===== config.mk =====
export PLATFORM = sky130hd
export DESIGN_NAME = bconv_frame_engine
export DESIGN_NICKNAME = d
export VERILOG_FILES = /design/src/rtl/bconv_pkg.sv /design/src/rtl/bconv_row_window.sv /design/src/rtl/bconv_frame_engine.sv
export SDC_FILE = /design/constraint.sdc
export NUM_CORES = 1
export LEC_CHECK = 0
export ABC_AREA = 1
export CAP_MARGIN = 40
export CORE_MARGIN = 2
export CORE_UTILIZATION = 40
export DETAILED_ROUTE_END_ITERATION = 8
export MAX_ROUTING_LAYER = met4
export PLACE_DENSITY_LB_ADDON = 0.12
export SLEW_MARGIN = 20
export SYNTH_ARGS = -nofsm -noshare
export SYNTH_HDL_FRONTEND = slang
export SYNTH_SLANG_ARGS = --single-unit

===== constraint.sdc =====
create_clock -name clk -period 4.69 [get_ports clk]
set_input_delay 0.938 -clock clk [delete_from_list [all_inputs] [get_ports clk]]
set_output_delay 0.938 -clock clk [all_outputs]
set_load 0.02 [all_outputs]

===== src/rtl/bconv_pkg.sv =====
// Shared types and constants for the binary 3x3 convolution frame engine.
// Holds the engine state encoding and the match-count helper.
package bconv_pkg;

  typedef enum logic [2:0] {
    S_IDLE,
    S_RD_W,
    S_RD_DIM,
    S_CHK,
    S_FILL,
    S_WR,
    S_SHIFT,
    S_DONE
  } state_e;

  localparam logic [15:0] SENTINEL = 16'hFFFF;
  localparam int KERNEL = 3;
  localparam int MATCH_THRESH = 5;
  localparam int WEIGHT_BITS = 9;

  function automatic logic [3:0] popcnt9(input logic [8:0] v);
    logic [3:0] s;
    s = '0;
    for (int i = 0; i < 9; i++) begin
      s = s + {3'b000, v[i]};
    end
    return s;
  endfunction

endpackage


===== src/rtl/bconv_row_window.sv =====
// Three-row shift buffer plus all 3x3 XNOR/popcount window decisions.
// Window bit j covers columns j..j+2 and is masked to the active width.
module bconv_row_window
  import bconv_pkg::*;
#(
  parameter int DATA_W  = 16,
  parameter int MAX_DIM = 16,
  parameter int DIM_W   = 5
) (
  input  logic              clk,
  input  logic              reset,
  input  logic              clr_i,
  input  logic              shift_i,
  input  logic [DATA_W-1:0] row_i,
  input  logic [8:0]        kernel_i,
  input  logic [DIM_W-1:0]  dim_i,
  output logic [DATA_W-1:0] win_o
);

  logic [DATA_W-1:0] r0_q;
  logic [DATA_W-1:0] r1_q;
  logic [DATA_W-1:0] r2_q;

  // New rows enter at the bottom; r0 is always the window's top row.
  always_ff @(posedge clk) begin
    if (reset || clr_i) begin
      r0_q <= '0;
      r1_q <= '0;
      r2_q <= '0;
    end else if (shift_i) begin
      r0_q <= r1_q;
      r1_q <= r2_q;
      r2_q <= row_i;
    end
  end

  always_comb begin
    logic [8:0] w;
    logic [8:0] m;
    win_o = '0;
    w = '0;
    m = '0;
    for (int j = 0; j < MAX_DIM - 2; j++) begin
      w = {r2_q[j+:3], r1_q[j+:3], r0_q[j+:3]};
      m = ~(w ^ kernel_i);
      if ((popcnt9(m) >= 4'(MATCH_THRESH)) && (j + 2 < int'(dim_i))) begin
        win_o[j] = 1'b1;
      end
    end
  end

endmodule


===== src/rtl/bconv_frame_engine.sv =====
// Multi-image 3x3 binary convolution engine: FSM, pointers, write register.
// BCONV_WEIGHT_PER_IMAGE_EN selects a per-image kernel at wmem[image index].
module bconv_frame_engine
  import bconv_pkg::*;
#(
  parameter int DATA_W  = 16,
  parameter int ADDR_W  = 12,
  parameter int MAX_DIM = 16,
  parameter int KERNEL_SZ = KERNEL
) (
  input  logic              clk,
  input  logic              reset,
  input  logic              dut_run,
  output logic              dut_busy,
  output logic [ADDR_W-1:0] dut_sram_read_address,
  input  logic [DATA_W-1:0] sram_dut_read_data,
  output logic [ADDR_W-1:0] dut_wmem_read_address,
  input  logic [DATA_W-1:0] wmem_dut_read_data,
  output logic [ADDR_W-1:0] dut_sram_write_address,
  output logic [DATA_W-1:0] dut_sram_write_data,
  output logic              dut_sram_write_enable
);

  localparam int DIM_W = $clog2(MAX_DIM + 1);

  state_e            state_q, state_d;
  logic [ADDR_W-1:0] rd_ptr_q, rd_ptr_d;
  logic [ADDR_W-1:0] wr_ptr_q, wr_ptr_d;
  logic [ADDR_W-1:0] img_q, img_d;
  logic [DIM_W-1:0]  dim_q, dim_d;
  logic [DIM_W-1:0]  row_q, row_d;
  logic [1:0]        cnt_q, cnt_d;
  logic [8:0]        kernel_q, kernel_d;
  logic              busy_q, busy_d;
  logic              we_q, we_d;
  logic [ADDR_W-1:0] waddr_q, waddr_d;
  logic [DATA_W-1:0] wdata_q, wdata_d;
  logic              clr;
  logic              shift;
  logic [DATA_W-1:0] win;
  logic              unused_wbits;

  assign unused_wbits = ^{wmem_dut_read_data[DATA_W-1:WEIGHT_BITS], KERNEL_SZ[0]};

  bconv_row_window #(
    .DATA_W  (DATA_W),
    .MAX_DIM (MAX_DIM),
    .DIM_W   (DIM_W)
  ) u_win (
    .clk      (clk),
    .reset    (reset),
    .clr_i    (clr),
    .shift_i  (shift),
    .row_i    (sram_dut_read_data),
    .kernel_i (kernel_q),
    .dim_i    (dim_q),
    .win_o    (win)
  );

  always_ff @(posedge clk) begin
    if (reset) begin
      state_q  <= S_IDLE;
      rd_ptr_q <= '0;
      wr_ptr_q <= '0;
      img_q    <= '0;
      dim_q    <= '0;
      row_q    <= '0;
      cnt_q    <= '0;
      kernel_q <= '0;
      busy_q   <= 1'b0;
      we_q     <= 1'b0;
      waddr_q  <= '0;
      wdata_q  <= '0;
    end else begin
      state_q  <= state_d;
      rd_ptr_q <= rd_ptr_d;
      wr_ptr_q <= wr_ptr_d;
      img_q    <= img_d;
      dim_q    <= dim_d;
      row_q    <= row_d;
      cnt_q    <= cnt_d;
      kernel_q <= kernel_d;
      busy_q   <= busy_d;
      we_q     <= we_d;
      waddr_q  <= waddr_d;
      wdata_q  <= wdata_d;
    end
  end

  always_comb begin
    state_d  = state_q;
    rd_ptr_d = rd_ptr_q;
    wr_ptr_d = wr_ptr_q;
    img_d    = img_q;
    dim_d    = dim_q;
    row_d    = row_q;
    cnt_d    = cnt_q;
    kernel_d = kernel_q;
    busy_d   = busy_q;
    we_d     = 1'b0;
    waddr_d  = waddr_q;
    wdata_d  = wdata_q;
    clr      = 1'b0;
    shift    = 1'b0;
    unique case (state_q)
      S_IDLE: begin
        if (dut_run) begin
          state_d  = S_RD_W;
          busy_d   = 1'b1;
          rd_ptr_d = '0;
          wr_ptr_d = '0;
          img_d    = '0;
        end
      end
      S_RD_W: begin
        state_d = S_RD_DIM;
      end
      S_RD_DIM: begin
`ifndef BCONV_WEIGHT_PER_IMAGE_EN
        if (img_q == '0) begin
          kernel_d = wmem_dut_read_data[8:0];
        end
`endif
        // The last address can never hold a complete image.
        if (rd_ptr_q == '1) begin
          state_d = S_DONE;
        end else begin
          state_d  = S_CHK;
          rd_ptr_d = rd_ptr_q + 1'b1;
        end
      end
      S_CHK: begin
`ifdef BCONV_WEIGHT_PER_IMAGE_EN
        kernel_d = wmem_dut_read_data[8:0];
`endif
        if (sram_dut_read_data == DATA_W'(SENTINEL)) begin
          state_d = S_DONE;
        end else if (sram_dut_read_data > DATA_W'(MAX_DIM)) begin
          state_d = S_DONE;
        end else if (sram_dut_read_data < DATA_W'(KERNEL)) begin
          rd_ptr_d = rd_ptr_q + ADDR_W'(sram_dut_read_data[1:0]);
          img_d    = img_q + 1'b1;
          state_d  = S_RD_DIM;
        end else begin
          dim_d   = sram_dut_read_data[DIM_W-1:0];
          row_d   = '0;
          cnt_d   = '0;
          clr     = 1'b1;
          state_d = S_FILL;
        end
      end
      S_FILL: begin
        // Reads issue on counts 0..2; each row lands one count later.
        if (cnt_q != 2'd3) begin
          rd_ptr_d = rd_ptr_q + 1'b1;
        end
        if (cnt_q != 2'd0) begin
          shift = 1'b1;
        end
        cnt_d = cnt_q + 1'b1;
        if (cnt_q == 2'd3) begin
          state_d = S_WR;
        end
      end
      S_WR: begin
        we_d     = 1'b1;
        waddr_d  = wr_ptr_q;
        wdata_d  = win;
        wr_ptr_d = wr_ptr_q + 1'b1;
        row_d    = row_q + 1'b1;
        cnt_d    = '0;
        if (row_q + DIM_W'(1) == dim_q - DIM_W'(2)) begin
          img_d   = img_q + 1'b1;
          state_d = S_RD_DIM;
        end else begin
          state_d = S_SHIFT;
        end
      end
      S_SHIFT: begin
        if (cnt_q == 2'd0) begin
          rd_ptr_d = rd_ptr_q + 1'b1;
          cnt_d    = 2'd1;
        end else begin
          shift   = 1'b1;
          cnt_d   = '0;
          state_d = S_WR;
        end
      end
      S_DONE: begin
        busy_d  = 1'b0;
        state_d = S_IDLE;
      end
      default: begin
        state_d = S_IDLE;
      end
    endcase
  end

  assign dut_busy               = busy_q;
  assign dut_sram_read_address  = rd_ptr_q;
`ifdef BCONV_WEIGHT_PER_IMAGE_EN
  assign dut_wmem_read_address  = img_q;
`else
  assign dut_wmem_read_address  = '0;
`endif
  assign dut_sram_write_address = waddr_q;
  assign dut_sram_write_data    = wdata_q;
  assign dut_sram_write_enable  = we_q;

endmodule


# After elaboration in Yosys (flattened, before gate mapping)
# Cells that the tools add are included.
# classes
add_sub_neg	119
magnitude_cmp	30
eq_ne	23
muxes	56
bitwise	31
n_reduce_logical	34
# op_table
operator	n
4-bit by 1-bit adder with 4-bit output	98
12-bit 2-to-1 mux	11
9-bit inverter	14
9-bit bitwise XOR	14
12-bit one-hot mux with 5 select lines	1
4-bit by 3-bit greater-or-equal comparator with 1-bit output, second input constant	14
4-bit by 5-bit < comparator with 1-bit output, first input constant	8
12-bit by 1-bit adder with 12-bit output, second input constant	3
12-bit one-hot mux with 3 select lines	1
1-bit by 1-bit adder with 2-bit output	14
3-bit 2-to-1 mux	8
2-bit inequality test, second input constant	12
12-bit one-hot mux with 2 select lines	1
3-bit one-hot mux with 8 select lines	1
1-bit 2-to-1 mux	23
3-bit by 5-bit < comparator with 1-bit output, first input constant	4
16-bit equality test, second input constant	1
16-bit by 5-bit greater-than comparator with 1-bit output, second input constant	1
16-bit by 2-bit < comparator with 1-bit output, second input constant	1
5-bit 2-to-1 mux	3
1-bit logical AND	14
12-bit by 2-bit adder with 12-bit output	1
12-bit equality test, second input constant	1
3-bit equality test, second input constant	4
26 further kinds	40
# totals
reg_bits	136
inputBits	35
output_inout_bits	54
wordCells	308

# Depth between registers and ports, before layout
# logic_depth
ltp_word	13
ltp_mapped	17
depth_no_buf	15

# Modules after synthesis
# Synthesis repeated with hierarchy kept, for this count alone.
# hier_totals
hier_cells	1427
hier_area_um2	10482.6
# modules_own_cells
module	instances	cells_each	area_per_inst_um2	seq_area_each_um2
bconv_row_window	1	766	5969.5	960.9
bconv_frame_engine	1	661	4513.1	1801.7

# Least setup slack after synthesis
# Ideal clock, no wire load.
# synth_path
path_type	register to register
start	register kernel_q[0]
end	register wdata_q[10] (netlist: dut_sram_write_data[10])
setup_time_ns	0.132
arrival_time_ns	3.986
t_required_ns	4.558
slack_ns	0.572
stages_incl_launch_ff	18
path_buffers	2
period_less_slack_ns	4.118
path_cell_list	dfxtp_1 > clkbuf_1 > buf_2 > xnor2_1 > ha_1 > inv_1 > fa_1 > fa_1 > fa_1 > inv_1 > ha_1 > inv_1 > fa_1 > inv_1 > o21ai_0 > nor2_1 > o311ai_0 > a21oi_1
# synth_between
elab_chain_cells	13
# synth_rtl
element	line_no	source
start, declared	bconv_frame_engine.sv:33	logic [8:0] kernel_q, kernel_d;
start signal, assigned	bconv_frame_engine.sv:82	kernel_q <= kernel_d;
9-bit bitwise XOR	bconv_row_window.sv:45	m = ~(w ^ kernel_i);
9-bit inverter	bconv_row_window.sv:45	
1-bit by 1-bit adder with 2-bit output	bconv_pkg.sv:25	s = s + {3'b000, v[i]};
4-bit by 1-bit adder with 4-bit output (7 in series)	bconv_pkg.sv:25	
4-bit by 3-bit greater-or-equal comparator with 1-bit output	bconv_row_window.sv:46	if ((popcnt9(m) >= 4'(MATCH_THRESH)) && (j + 2 < int'(dim_i))) begin
1-bit logical AND	bconv_row_window.sv:46	
1-bit 2-to-1 mux	bconv_row_window.sv:46	
end signal, assigned	bconv_frame_engine.sv:86	wdata_q <= wdata_d;
end, declared	bconv_frame_engine.sv:37	logic [DATA_W-1:0] wdata_q, wdata_d;
# No other way between the ends.
# A chain may end at the register's enable or synchronous reset.

# Worst setup path after layout
# layout_path
start	register kernel_q[1]
end	register wdata_q[8] (netlist: dut_sram_write_data[8])
# The elaborated chain is that of the path after synthesis.

==> impl_metrics.ini <==
[timing]
finalSetupViolCount = 0
fin_tns_setup_ns = 0
fmax_mhz = 242.6
skew_ns = 0.01858
slew_violations = 0
min_period_ns = 4.122
tightestPinTransition_ns = 0.7856
rsz0062_at_grt = false
hold_viol = 0
period_share = 0.8788
timing.hold.ws_ns = 0.4646
fin_ws_ns = 0.5683
relSlewSlack = 0.4755

[power_and_ir_drop]
p_per_area_nw_per_um2 = 491.0
fin_total_pwr_uw = 6083
p_leak_uw = 0.005476
max-vdd-ir-drop_mv = 0.2356

[worst_setup_path]
crit_slowest_cell = fa_1
critPathMaxFanout = 11
critPathArrivalTime_ns = 4.41
rr_endpoint = dut_sram_write_data[8]$_SDFFE_PP0P_
worstSetupPathType = register to register
r2r-start = kernel_q[1]$_SDFFE_PP0P_
reg2reg_slack_ns = 0.57
required_ns = 4.98
startpoint_type = register
cp_slowest_stage_delay_ns = 0.53
endpoint_kind = register
worstPathBufferInverterCount = 6
cp_cell_sequence = buf_4 -> xnor2_1 -> ha_1 -> inv_1 -> fa_1 -> fa_1 -> fa_1 -> inv_1 -> ha_1 -> inv_1 -> fa_1 -> inv_1 -> o21ai_0 -> o21ai_0 -> buf_4 -> a32oi_1 -> nor2_1
r2r_cells = 17
cp_top_family = adder cells

[logic_synthesis]
avgSynthCellArea_um2 = 7.642
synth_cell_types = 40
ys_warn_count = 0
syn_area_um2 = 10910
synthFlopType = dfxtp_1
synth-async-reset-ratio = 0
synth_edf_count = 0
synth_area_leader_cell = dfxtp_1
ys_top_cells_by_area = dfxtp_1 25%, fa_1 13%, ha_1 11%
syn_inst = 1428
yosysSeqAreaShare = 0.2495
synth-seq-cells = 136
synth_top_area_share = 0.2495

[grt]
antenna_found_initial = 2
grt_max_degree = 57
globalRouteOverflowTotal = 0
gr-max-usage-layer = met2
met1_usage = 0.2655
use_met2 = 0.3395
grtUsageTotal = 0.2055
grt_pass1_vias = 8886
grt_use_met3 = 0.03288
grt_pass1_wl_um = 45400

[clock_network]
cts_buffer_depth = 2
clock_latency_ns = 0.43
hold_buffers = 0
cts_resized = 0
cts-root-buf = clkbuf_16
htreeDepth = 4
cts_tree = built
clkTransAtPathRegs_ns = 0.07
cts.sink_count = 136
cts_setup_buffers = 0
numCtsBuffers = 17

[finish]
drive_gt1_frac = 0.04564
layout.cells.non_filler = 1810
fillers = 2702
nets = 1658
syn_to_final_growth_pct = 13.53

[floorplanning]
rows = 60
io_pins = 89
die_h_um = 169.2
initial_core_util = 0.4061
fp.dieW_um = 169.2
die_area_um2 = 28620
coreArea_um2 = 26880

[status]
status = finished clean

[min_path]
holdPathEnd = dut_sram_write_data[3]$_SDFFE_PP0P_
min_delay_path_depth = 2
worst_hold_startpoint = dut_sram_write_data[3]$_SDFFE_PP0P_
hp-class = register to register

[routing]
post_drt_via_cell_ratio = 4.909
antenna_left = 0
firstDrtPassIters = 5
num_vias = 8885
drt_iter0_markers = 482
drt-wirelength-per-cell_um = 15.11
drc_errors = 0
wirelength_um = 27350

[placement]
dpl.cell_count = 1777
dpl_worst_slack_ns = 0.5399
place_congestion = 0.8602
hpwl_um = 19940
port_buffers = 67

[job]
cap_violations = 0
## flip-flops by register name, indices dropped and copies added (netlist names)
name,flops
u_win.r1_q,16
row_q,5
u_win.r0_q,16
wr_ptr_q,12
dut_sram_write_data,14
state_q,3
img_q,12
cnt_q,2
dim_q,5
kernel_q,9
dut_sram_write_address,12
dut_sram_read_address,12
dut_busy,1
dut_sram_write_enable,1
u_win.r2_q,16
## cell usage in the layout (no fill, tap or decap), types with 3 or more instances in the layout
master and instances:
xor2_1 95, nand3_1 101, inv_1 195, nand2_1 223
dfxtp_1 136, xnor2_1 43, nor2_1 121, a21oi_1 132
inv_8 3, nor3_1 13, nand4_1 9, clkdlybuf4s50_1 66
o22ai_1 7, clkbuf_16 17, ha_1 97, inv_6 7
conb_1 14, nand3b_1 8, o21ai_0 48, fa_1 71
buf_4 25, inv_2 3, o311ai_0 3
## worst max path at each step
stage | from | to | cells after the start
2_1_floorplan | kernel_q[0]$_SDFFE_PP0P_ | dut_sram_write_data[10]$_SDFFE_PP0P_ | 17
3_3_place_gp | kernel_q[1]$_SDFFE_PP0P_ | dut_sram_write_data[12]$_SDFFE_PP0P_ | 16
3_5_place_dp | kernel_q[1]$_SDFFE_PP0P_ | dut_sram_write_data[8]$_SDFFE_PP0P_ | 17
4_1_cts | kernel_q[1]$_SDFFE_PP0P_ | dut_sram_write_data[8]$_SDFFE_PP0P_ | 17
5_1_grt | kernel_q[1]$_SDFFE_PP0P_ | dut_sram_write_data[10]$_SDFFE_PP0P_ | 16
6_report | kernel_q[1]$_SDFFE_PP0P_ | dut_sram_write_data[8]$_SDFFE_PP0P_ | 17
## worst min-delay path, cell delays in order, from the launching register on
cell and delay (ns):
dfxtp_1 0.31, nand2_1 0.06, a21oi_1 0.05
## kinds of logic (layout without fill, tap and decap cells)
group                    count (synthesis)  in the layout  synth area share
buffers and inverters                  297            324            0.1102
XOR/XNOR                               138            138            0.1108
AND/OR/NAND/NOR                        481            481            0.1853
other                                    1             15         0.0003436
adder cells (fa/ha/maj)                168            168            0.2415
AO/OA/AOI/OAI                          207            207            0.1025
flip-flops                             136            136            0.2495
## per-stage QoR
stage            util  cell area [um^2]
2_1_floorplan       -             10960
3_3_place_gp   0.4390             11800
3_5_place_dp   0.4390             11800
4_1_cts        0.4609             12390
5_1_grt        0.4610             12390
6_report       0.4610             12390
## power breakdown
part	switching [uW]	total, uW	internal, uW
Combinational	1950	3430	1480
Sequential	68.6	1260	1190
Clock	618	1390	769
Total	2640	6080	3440
## per-layer routing
layer / wire length, um / part of all wire
met2: 12970 / 0.47
met1: 13120 / 0.48
met5: 0 / 0
met4: 365 / 0.013
met3: 903 / 0.033
## cells in the mapped netlist (3+ instances only)
master and number:
fa_1 71, buf_2 17, ha_1 97, dfxtp_1 136, nor2_1 121, xnor2_1 43
buf_4 15, xor2_1 95, nand2_1 223, clkbuf_1 47, nand3_1 101, inv_2 3
o22ai_1 7, a21oi_1 132, buf_1 17, nand4_1 9, nor3_1 13, o311ai_0 3
inv_1 195, nand3b_1 8, o21ai_0 48
## layout make-up
cell class | count | area (um^2) | area share
Antenna cell | 1 | 2.502 | 0.0002020
Clock buffer | 18 | 439.2 | 0.03545
Clock inverter | 14 | 150.1 | 0.01212
Inverter | 200 | 753.2 | 0.06080
Multi-Input combinational cell | 1008 | 7042 | 0.5684
Sequential cell | 136 | 2723 | 0.2198
Tap cell | 341 | 426.7 | 0.03444
Timing Repair Buffer | 92 | 853.3 | 0.06887
Note: power is estimated with default switching activity, not from simulation.
